==> src/rtl/nou_sched_pkg.sv <==
// Shared constants, widths and types for the NOU issue scheduler.
`ifndef NOU_UOV_SIZE
`define NOU_UOV_SIZE 8
`endif

package nou_sched_pkg;

    localparam int NUM_REQ   = 4;
    localparam int UOV_SIZE  = `NOU_UOV_SIZE;
    localparam int MAX_OUTST = 2;

    localparam int ID_W = $clog2(NUM_REQ);

    // A counter must be able to hold MAX_OUTST itself, not just MAX_OUTST-1.
    function automatic int cnt_width(input int max_outst);
        return $clog2(max_outst + 1);
    endfunction

    localparam int CNT_W = cnt_width(MAX_OUTST);

    typedef logic [UOV_SIZE-1:0] unit_mask_t;

endpackage

==> src/rtl/nou_rr_arb.sv <==
// Combinational rotate-priority arbiter: first eligible requester at or after ptr wins.
module nou_rr_arb #(
    parameter int N  = 4,
    parameter int IW = $clog2(N)
) (
    input  logic [N-1:0]  elig,
    input  logic [IW-1:0] ptr,
    output logic [N-1:0]  gnt,
    output logic [IW-1:0] gnt_idx,
    output logic          gnt_vld
);

    logic [IW-1:0] idx;

    // NOTE: every output gets a default before the search loop so no path leaves one unassigned (no latch).
    always_comb begin
        gnt     = '0;
        gnt_idx = '0;
        gnt_vld = 1'b0;
        idx     = '0;
        for (int i = 0; i < N; i++) begin
            idx = IW'((int'(ptr) + i) % N);
            if (!gnt_vld && elig[idx]) begin
                gnt_vld  = 1'b1;
                gnt[idx] = 1'b1;
                gnt_idx  = idx;
            end
        end
    end

endmodule

==> src/rtl/nou_issue_sched.sv <==
// NOU decode-stage issue scheduler: round-robin grant of one requester per cycle,
// gated by per-unit outstanding-op credit counters returned by retire pulses.
module nou_issue_sched
    import nou_sched_pkg::*;
#(
    parameter int NUM_REQ   = nou_sched_pkg::NUM_REQ,
    parameter int UOV_SIZE  = nou_sched_pkg::UOV_SIZE,
    parameter int MAX_OUTST = nou_sched_pkg::MAX_OUTST
) (
    input  logic                          clk,
    input  logic                          rst,
    input  logic [NUM_REQ-1:0]            req_vld,
    input  logic [NUM_REQ*UOV_SIZE-1:0]   req_unit_mask,
    output logic [NUM_REQ-1:0]            req_ack,
    output logic                          issue_vld,
    output logic [$clog2(NUM_REQ)-1:0]    issue_id,
    output logic [UOV_SIZE-1:0]           issue_mask,
    input  logic [UOV_SIZE-1:0]           unit_output_vector,
    output logic [UOV_SIZE-1:0]           unit_busy,
    output logic                          sched_idle,
    output logic                          err_underflow
);

    localparam int IW = $clog2(NUM_REQ);
    localparam int CW = cnt_width(MAX_OUTST);

    logic [CW-1:0]       cnt     [UOV_SIZE];
    logic [CW-1:0]       cnt_nxt [UOV_SIZE];
    logic [UOV_SIZE-1:0] nonzero;
    logic [UOV_SIZE-1:0] ret;
    logic [UOV_SIZE-1:0] avail;
    logic [UOV_SIZE-1:0] gmask;
    logic [NUM_REQ-1:0]  elig;
    logic [NUM_REQ-1:0]  arb_gnt;
    logic [IW-1:0]       arb_idx;
    logic                arb_vld;
    logic                gnt_vld;
    logic [IW-1:0]       rr_ptr;

    // A retire in the same cycle frees its credit for this cycle's grant.
    always_comb begin
        nonzero = '0;
        ret     = '0;
        avail   = '0;
        for (int u = 0; u < UOV_SIZE; u++) begin
            nonzero[u] = (cnt[u] != '0);
            ret[u]     = unit_output_vector[u] & nonzero[u];
            avail[u]   = (int'(cnt[u]) - int'(ret[u])) < MAX_OUTST;
        end
    end

    always_comb begin
        elig = '0;
        for (int r = 0; r < NUM_REQ; r++) begin
            elig[r] = req_vld[r] &&
                      ((req_unit_mask[r*UOV_SIZE +: UOV_SIZE] & ~avail) == '0);
        end
    end

    nou_rr_arb #(
        .N  (NUM_REQ),
        .IW (IW)
    ) u_arb (
        .elig    (elig),
        .ptr     (rr_ptr),
        .gnt     (arb_gnt),
        .gnt_idx (arb_idx),
        .gnt_vld (arb_vld)
    );

    // Nothing may be accepted while reset holds the state cleared.
    assign gnt_vld = arb_vld & ~rst;
    assign req_ack = arb_gnt & {NUM_REQ{~rst}};

    always_comb begin
        gmask = '0;
        for (int r = 0; r < NUM_REQ; r++) begin
            if (req_ack[r]) begin
                gmask = gmask | req_unit_mask[r*UOV_SIZE +: UOV_SIZE];
            end
        end
        for (int u = 0; u < UOV_SIZE; u++) begin
            cnt_nxt[u] = cnt[u] + CW'(gmask[u]) - CW'(ret[u]);
        end
    end

    // NOTE: sequential state uses non-blocking assignments only, so every flop samples pre-edge values.
    always_ff @(posedge clk or posedge rst) begin
        if (rst) begin
            for (int u = 0; u < UOV_SIZE; u++) begin
                cnt[u] <= '0;
            end
            rr_ptr        <= '0;
            issue_vld     <= 1'b0;
            issue_id      <= '0;
            issue_mask    <= '0;
            err_underflow <= 1'b0;
        end else begin
            for (int u = 0; u < UOV_SIZE; u++) begin
                cnt[u] <= cnt_nxt[u];
            end
            err_underflow <= err_underflow | (|(unit_output_vector & ~nonzero));
            issue_vld     <= gnt_vld;
            if (gnt_vld) begin
                issue_id   <= arb_idx;
                issue_mask <= gmask;
                rr_ptr     <= (arb_idx == IW'(NUM_REQ - 1)) ? '0 : arb_idx + IW'(1);
            end
        end
    end

    assign unit_busy  = nonzero;
    assign sched_idle = ~|nonzero;

endmodule

==> config.mk <==
export PLATFORM = sky130hd
export DESIGN_NAME = nou_issue_sched
export DESIGN_NICKNAME = d
export VERILOG_FILES = /design/src/rtl/nou_sched_pkg.sv /design/src/rtl/nou_rr_arb.sv /design/src/rtl/nou_issue_sched.sv
export SDC_FILE = /design/constraint.sdc
export NUM_CORES = 1
export LEC_CHECK = 0
export CAP_MARGIN = 20
export CORE_UTILIZATION = 45
export CTS_CLUSTER_DIAMETER = 120
export CTS_CLUSTER_SIZE = 28
export DETAILED_ROUTE_END_ITERATION = 8
export PLACE_DENSITY_LB_ADDON = 0.05
export SLEW_MARGIN = 20
export SYNTH_ARGS = -nofsm -noshare
export SYNTH_HDL_FRONTEND = slang
export SYNTH_SLANG_ARGS = --single-unit
==> constraint.sdc <==
create_clock -name clk -period 3 [get_ports clk]
set_input_delay 0.3 -clock clk [delete_from_list [all_inputs] [get_ports clk]]
set_output_delay 0.3 -clock clk [all_outputs]
set_load 0.005 [all_outputs]
==> flow_summary.toml, run 1 <==
[sta]
setup_viol = 17
fin_skew_ns = 0.009830
final_hold_viol_count = 0
min_period_over_period_pct = 115.9
grt_setup_unrepaired = "yes"
maxSlewViolCount = 0
period_needed_ns = 3.476
worst_pin_slew_ns = 0.3913
maxSlewHeadroom_pct = 73.88
hold_ws_ns = 0.4709
max_freq_mhz = 287.7
setup_ws_ns = -0.4763

[die]
die_h_um = 79.45
dieArea_um2 = 6312
start_util_pct = 47.84
die_x_um = 79.45
ios = 71
placeableCoreArea_um2 = 5642
num_rows = 27

[layout]
multi_input_area_um2 = 2210
final_core_util_pct = 79.97
area_growth_pct = 67.18
layout.area.seq_um2 = 752.0
final_nets = 519
antennaDiodeCount = 0
fillCellCount = 362
instances_no_fill = 522
drive_above_1_share_pct = 36.00

[routing]
vias = 2951
first_iter_violations = 193
ant_nets = 0
routed_via_density = 5.653
totalWireLength_mm = 9.268
drc = 0
dr.pass1.iters = 5
wl_per_cell_um = 17.75

[synthesis]
synthesis.nets = 373
ys_warn_count = 0
syn_avg_cell_area_um2 = 8.907
yosys.area.top_type = "dfrtp_1"
synth_edf_count = 0
synth.distinct_cells = 58
synth-seq-cells = 30
synthTopCellsByArea = "dfrtp_1 (28%), ha_1 (11%), xnor2_1 (5.8%), nand2_1 (5.7%), nor2b_1 (3.7%)"
synth_top_area_share_pct = 27.82
netlist_instances = 303
async_reset_ff_share_pct = 100.0
synth_area_um2 = 2699
synth_common_cells = "nand2_1 (41), dfrtp_1 (30), ha_1 (24), inv_1 (22), xnor2_1 (18)"
ys_seq_area_share_pct = 27.82
ys.flop_type = "dfrtp_1"
synth.most_common_cell = "nand2_1"

[critical_path]
cpMaxStageDelayCell = "or3_4"
worst_path_largest_cell_delay_ns = 0.43
ff2ff_path_depth = 15
worstSetupStartpointType = "flop"
crit_path_end_kind = "flop"
startpoint = "cnt[8]"
required_ns = 3.21
crit_fanout = 5
reg2reg_from = "cnt[8]"
crit_chain = "and2b_1 -> o22ai_1 -> or3_4 -> o22a_4 -> nor3b_4 -> o211ai_1 -> a31oi_4 -> buf_12 -> a221o_1 -> nor2b_1 -> ha_1 -> inv_2 -> ha_4 -> xnor2_2 -> xnor2_1"
path_class = "reg2reg"
worstPathArrival_ns = 3.68

[pwr]
leakage_nw = 1.913
vdd_drop_max_mv = 0.7910
cellPowerDensity_nw_per_um2 = 1108

[placement]
hpwl_mm = 6.957
dpl.cell_count = 507
place_ws_ns = -0.9142
port_buffers = 70
gp_congestion = 0.9252

[global_routing]
grt.overflow.total = 0
grt_max_degree = 16
grt_usage_pct = 30.93
grt_pass1_vias = 3080
antenna_found_initial = 0
grt_pass1_wl_mm = 14.88

[run]
maxCapViolCount = 0

[clock_network]
cts_buffers = 5
ctsHoldBuffers = 0
clkTransAtPathRegs_ns = 0.07
clockBufferDepth = 2
clk_latency_ns = 0.28
cts_root_buf = "clkbuf_8"
cts_tree = "built"
cts_htree_levels = 2
cts.sinks = 30

[run_status]
outcome = "complete, but fails checks"
violations = "setup timing"

[min_path]
hold_path.startpoint = "err_underflow"
hold_depth = 2
hold_path.class = "reg2reg"
per-layer routing:
metal,up-vias,part of all wire (%),wire length [um],global-route usage (%)
li1,1407,-,-,-
met3,17,6.5,604,4.343
met5,-,0,0,0
met2,128,48,4451,52.05
met4,0,1.9,176,10.36
met1,1399,44,4035,40.41
kinds of logic (layout without fill, tap and decap cells):
kind of cell | after synthesis | in the layout | share of synthesized area [%]
AND/OR/NAND/NOR | 127 | 127 | 27.35
AO/OA/AOI/OAI | 76 | 76 | 23.32
flip-flops | 30 | 30 | 27.82
buffers and inverters | 26 | 173 | 3.662
adder cells (fa/ha/maj) | 24 | 24 | 11.13
XOR/XNOR | 18 | 18 | 5.841
multiplexers | 2 | 2 | 0.8807
path summary, 6_finish.rpt:
path	endpoint	slack, ns
min	err_underflow	0.47
min reg2reg	err_underflow	0.47
max reg2reg	cnt[11]	-0.48
min in group asynchronous	issue_mask[0]	0.50
max in group asynchronous	cnt[2]	1.94
max	cnt[11]	-0.48
layout make-up:
| class | count | area share (%) |
|---|---|---|
| inverter | 22 | 1.830 |
| tap | 72 | 1.997 |
| sequential | 30 | 16.67 |
| timing repair buffer | 143 | 28.51 |
| multi-input combinational | 247 | 48.97 |
| clock buffer | 7 | 1.913 |
| clock inverter | 1 | 0.1109 |
worst max-delay path: cells and delay by family, from the launching register on:
kind / cells / cell delay, ns
buf+inv: 2 / 0.24
compound gates: 5 / 1.20
simple gates: 4 / 0.95
xor+xnor: 2 / 0.24
fa+ha+maj: 2 / 0.38
flops: 1 / 0.38
through the flow:
step,power (mW),setup TNS (ns),area [um2]
global route,5.391,-8.425,4512
detailed placement,4.033,-17.37,4059
finish,5.000,-6.038,4512
CTS,4.873,-5.348,4448
floorplan,2.647,-2.244,2751
global placement,3.962,-15.78,4059
sequential cells by signal, indices dropped and copies added, names as in the netlist, named ones only:
signal         cells
err_underflow      1
rr_ptr             1
issue_mask         8
issue_vld          1
cnt               16
issue_id           2
timing repair:
item / in CTS / in global routing
buffers inserted: 7 / 3
gates resized for setup: 70 / 19
setup endpoints to repair: 20 / 21
pin swaps: 46 / 8
power by group:
part           internal, mW  leakage [nW]  switching (mW)  total [mW]
Sequential            0.639         0.351           0.178       0.817
Clock                 0.185        0.0482           0.159       0.344
Combinational          2.04          1.51            1.80        3.84
Total                  2.86          1.91            2.14        5.00
layout by cell type, fill, tap and decap left out, types with 6 or more instances in the layout:
cell             Yosys  final
a221o_1              8      8
and4_1               7      7
buf_4                0     65
buf_6                0      7
clkbuf_8             0      6
clkdlybuf4s50_1      0     57
dfrtp_1             30     29
dlygate4sd2_1        0      9
ha_1                24     16
ha_4                 0      8
inv_1               22     14
inv_2                0      8
nand2_1             41     41
nand3_1             12     12
nand3b_1             7      7
nor2_1              14     12
nor2b_1             16     14
o21ai_0              7      6
o22ai_1             10      7
xnor2_1             18     11
xnor2_2              0      7
(Power assumes the default switching activity.)
==> run 2: changes to the inputs <==
--- a/config.mk
+++ b/config.mk
@@ -11,7 +11,7 @@
 export CTS_CLUSTER_SIZE = 28
 export DETAILED_ROUTE_END_ITERATION = 8
 export PLACE_DENSITY_LB_ADDON = 0.05
-export SLEW_MARGIN = 20
+export REMOVE_ABC_BUFFERS = 1
 export SYNTH_ARGS = -nofsm -noshare
 export SYNTH_HDL_FRONTEND = slang
 export SYNTH_SLANG_ARGS = --single-unit
==> run 2 against run 1 <==
  * The run still ends with setup timing left
  * Die area unchanged
  * Hold slack worse by 0.019 ns
  * Clock power up 22%
  * Critical path type unchanged
  * Highest routed layer unchanged
  * Sequential share of layout area down 0.80 points
  * Clock skew up 0.00058 ns
  * Setup slack worse by 0.068 ns
  * Largest cell class unchanged
  * Largest power group unchanged
==> flow_summary.toml, run 2 (synthesis results as in run 1) <==
[critical_path]
crit_fanout = 5
path_class = "reg2reg"
cpMaxStageDelayCell = "or3_4"
worst-path-buf-inv = 4
worst_path_largest_cell_delay_ns = 0.39
crit_chain = "and2b_2 -> o22ai_2 -> or3_4 -> o22a_4 -> nor3b_2 -> buf_4 -> buf_12 -> o211ai_4 -> a31oi_4 -> buf_6 -> a22oi_2 -> nor2b_1 -> ha_1 -> inv_1 -> ha_1 -> xnor2_1 -> xnor2_1"
required_ns = 3.21
worstPathArrival_ns = 3.75
worstSetupStartpointType = "flop"
cp_top_family = "simple AND/OR/NAND/NOR gates"
crit_path_end_kind = "flop"

[sta]
max_freq_mhz = 282.1
period_needed_ns = 3.544
final_hold_viol_count = 0
setup_viol = 21
grt_setup_unrepaired = "yes"
maxSlewHeadroom_pct = 73.63
worst_pin_slew_ns = 0.3941
min_period_over_period_pct = 118.1
setup_ws_ns = -0.5443
hold_ws_ns = 0.4516
maxSlewViolCount = 0
fin_skew_ns = 0.01041

[placement]
port_buffers = 70
gp_congestion = 0.9554
hpwl_mm = 7.128

[layout]
area_growth_pct = 75.29
regMostFlops = "cnt"
final_common_cell = "buf_4"
reg.largest.list = "cnt x16, issue_mask x8, issue_id x2"
multi_input_area_um2 = 2215
final_nets = 544
layout.cells.most_common_list = "buf_4 (85), clkdlybuf4s50_1 (59), nand2_1 (40)"
fillCellCount = 313
layout.area.seq_um2 = 750.7
antennaDiodeCount = 0
largest_reg_flops = 16
drive_above_1_share_pct = 39.79

[global_routing]
grt.overflow.total = 0
grt_pass1_vias = 3141
grt_pass1_wl_mm = 15.18
antenna_found_initial = 0
grt_usage_pct = 31.71
grt_max_degree = 39

[clock_network]
clockBufferDepth = 2
cts_htree_levels = 2
cts_tree = "built"
clkTransAtPathRegs_ns = 0.08
cts.sinks = 30
cts_root_buf = "clkbuf_8"
clk_latency_ns = 0.29
cts_buffers = 5

[pwr]
cellPowerDensity_nw_per_um2 = 1142
leakage_nw = 2.060
vdd_drop_max_mv = 0.7944
finalPower_mw = 5.404

[routing]
vias = 3211
routed_via_density = 5.870
dr.pass1.iters = 5
first_iter_violations = 246
ant_nets = 0
drc = 0
totalWireLength_mm = 10.59
wl_per_cell_um = 19.35

[run_status]
violations = "setup timing"
outcome = "complete, but fails checks"

[die]
num_rows = 27
die_x_um = 79.45
ios = 71
dieArea_um2 = 6312
start_util_pct = 47.84
placeableCoreArea_um2 = 5642
die_h_um = 79.45

[min_path]
hold_path.class = "in2reg"

[run]
maxCapViolCount = 0
==> run 2: cell types whose count changed in the layout (fill, tap and decap cells not counted), moves of 5 or more <==
| cell | delta |
|---|---|
| buf_4 | +20 |
| buf_6 | +6 |
| nand3_1 | -5 |
| nand3_2 | +5 |
==> run 2: final timing paths <==
kind,from,endpoint,cells after the start,slack (ns)
max in group asynchronous,rst,async pin,4,2.23
worst max-delay path,cnt[12],cnt[5],17,-0.54
min in group asynchronous,rst,issue_mask[0],4,0.55
worst min-delay path,unit_output_vector[6],err_underflow,3,0.45
worst min register to register,issue_id[1],issue_id[1],2,0.49
worst max register to register,cnt[12],cnt[5],17,-0.54
==> run 2: timing repair <==
| action | in CTS | in global routing |
|---|---|---|
| resized for setup | 61 | 50 |
| endpoints found under the setup margin | 23 | 25 |
| buffers inserted | 10 | 16 |
| hold buffers | 0 | 0 |
| endpoints found under the hold margin | 0 | 0 |
| pin swaps | 38 | 38 |
==> run 2: routing by layer <==
metal	vias to the layer above	global-route usage, %	routed length [um]
li1	1464	-	-
met1	1545	38.38	4080
met2	166	54.87	5434
met4	0	11.64	330
met3	36	6.629	740
met5	-	0	0
==> run 2: cell type report <==
cell class / count / area share [%]
Clock buffer: 7 / 1.613
Sequential cell: 30 / 15.87
Tap cell: 72 / 1.904
Multi-Input combinational cell: 247 / 46.81
Timing Repair Buffer: 168 / 31.42
Inverter: 22 / 1.746
Clock inverter: 1 / 0.6348
==> run 2: stage by stage <==
stage | std cells | instance area [um2] | utilization, % | setup slack, ns | setup TNS [ns]
global placement | 516 | 4049 | 71.77 | -0.8740 | -16.85
CTS | 534 | 4422 | 78.38 | -0.4425 | -5.585
finish | 547 | 4731 | 83.85 | -0.5443 | -7.036
floorplan | 299 | 2683 | - | -0.3169 | -3.109
detailed placement | 516 | 4049 | 71.77 | -0.9611 | -18.11
global route | 547 | 4731 | 83.85 | -0.6651 | -9.252
==> run 2: worst min-delay path, delay by kind of cell <==
| family | cells | cell delay, ns |
|---|---|---|
| AOI/OAI and AO/OA | 1 | 0.10 |
| buffers and inverters | 1 | 0.22 |
| and+or+nand+nor | 1 | 0.08 |
==> run 2: power by group <==
part	switching (mW)	internal [mW]
sequential	0.171	0.638
combinational	1.97	2.21
clock	0.170	0.249
total	2.31	3.09
==> run 3: changes to the inputs <==
--- a/config.mk
+++ b/config.mk
@@ -5,6 +5,7 @@
 export SDC_FILE = /design/constraint.sdc
 export NUM_CORES = 1
 export LEC_CHECK = 0
+export ABC_CLOCK_PERIOD_IN_PS = 3000
 export CAP_MARGIN = 20
 export CORE_UTILIZATION = 45
 export CTS_CLUSTER_DIAMETER = 120
@@ -12,6 +13,7 @@
 export DETAILED_ROUTE_END_ITERATION = 8
 export PLACE_DENSITY_LB_ADDON = 0.05
 export REMOVE_ABC_BUFFERS = 1
+export SLEW_MARGIN = 20
 export SYNTH_ARGS = -nofsm -noshare
 export SYNTH_HDL_FRONTEND = slang
 export SYNTH_SLANG_ARGS = --single-unit
==> results of run 3 <==
The final DEF is identical to that of run 2; final timing and power are the same.
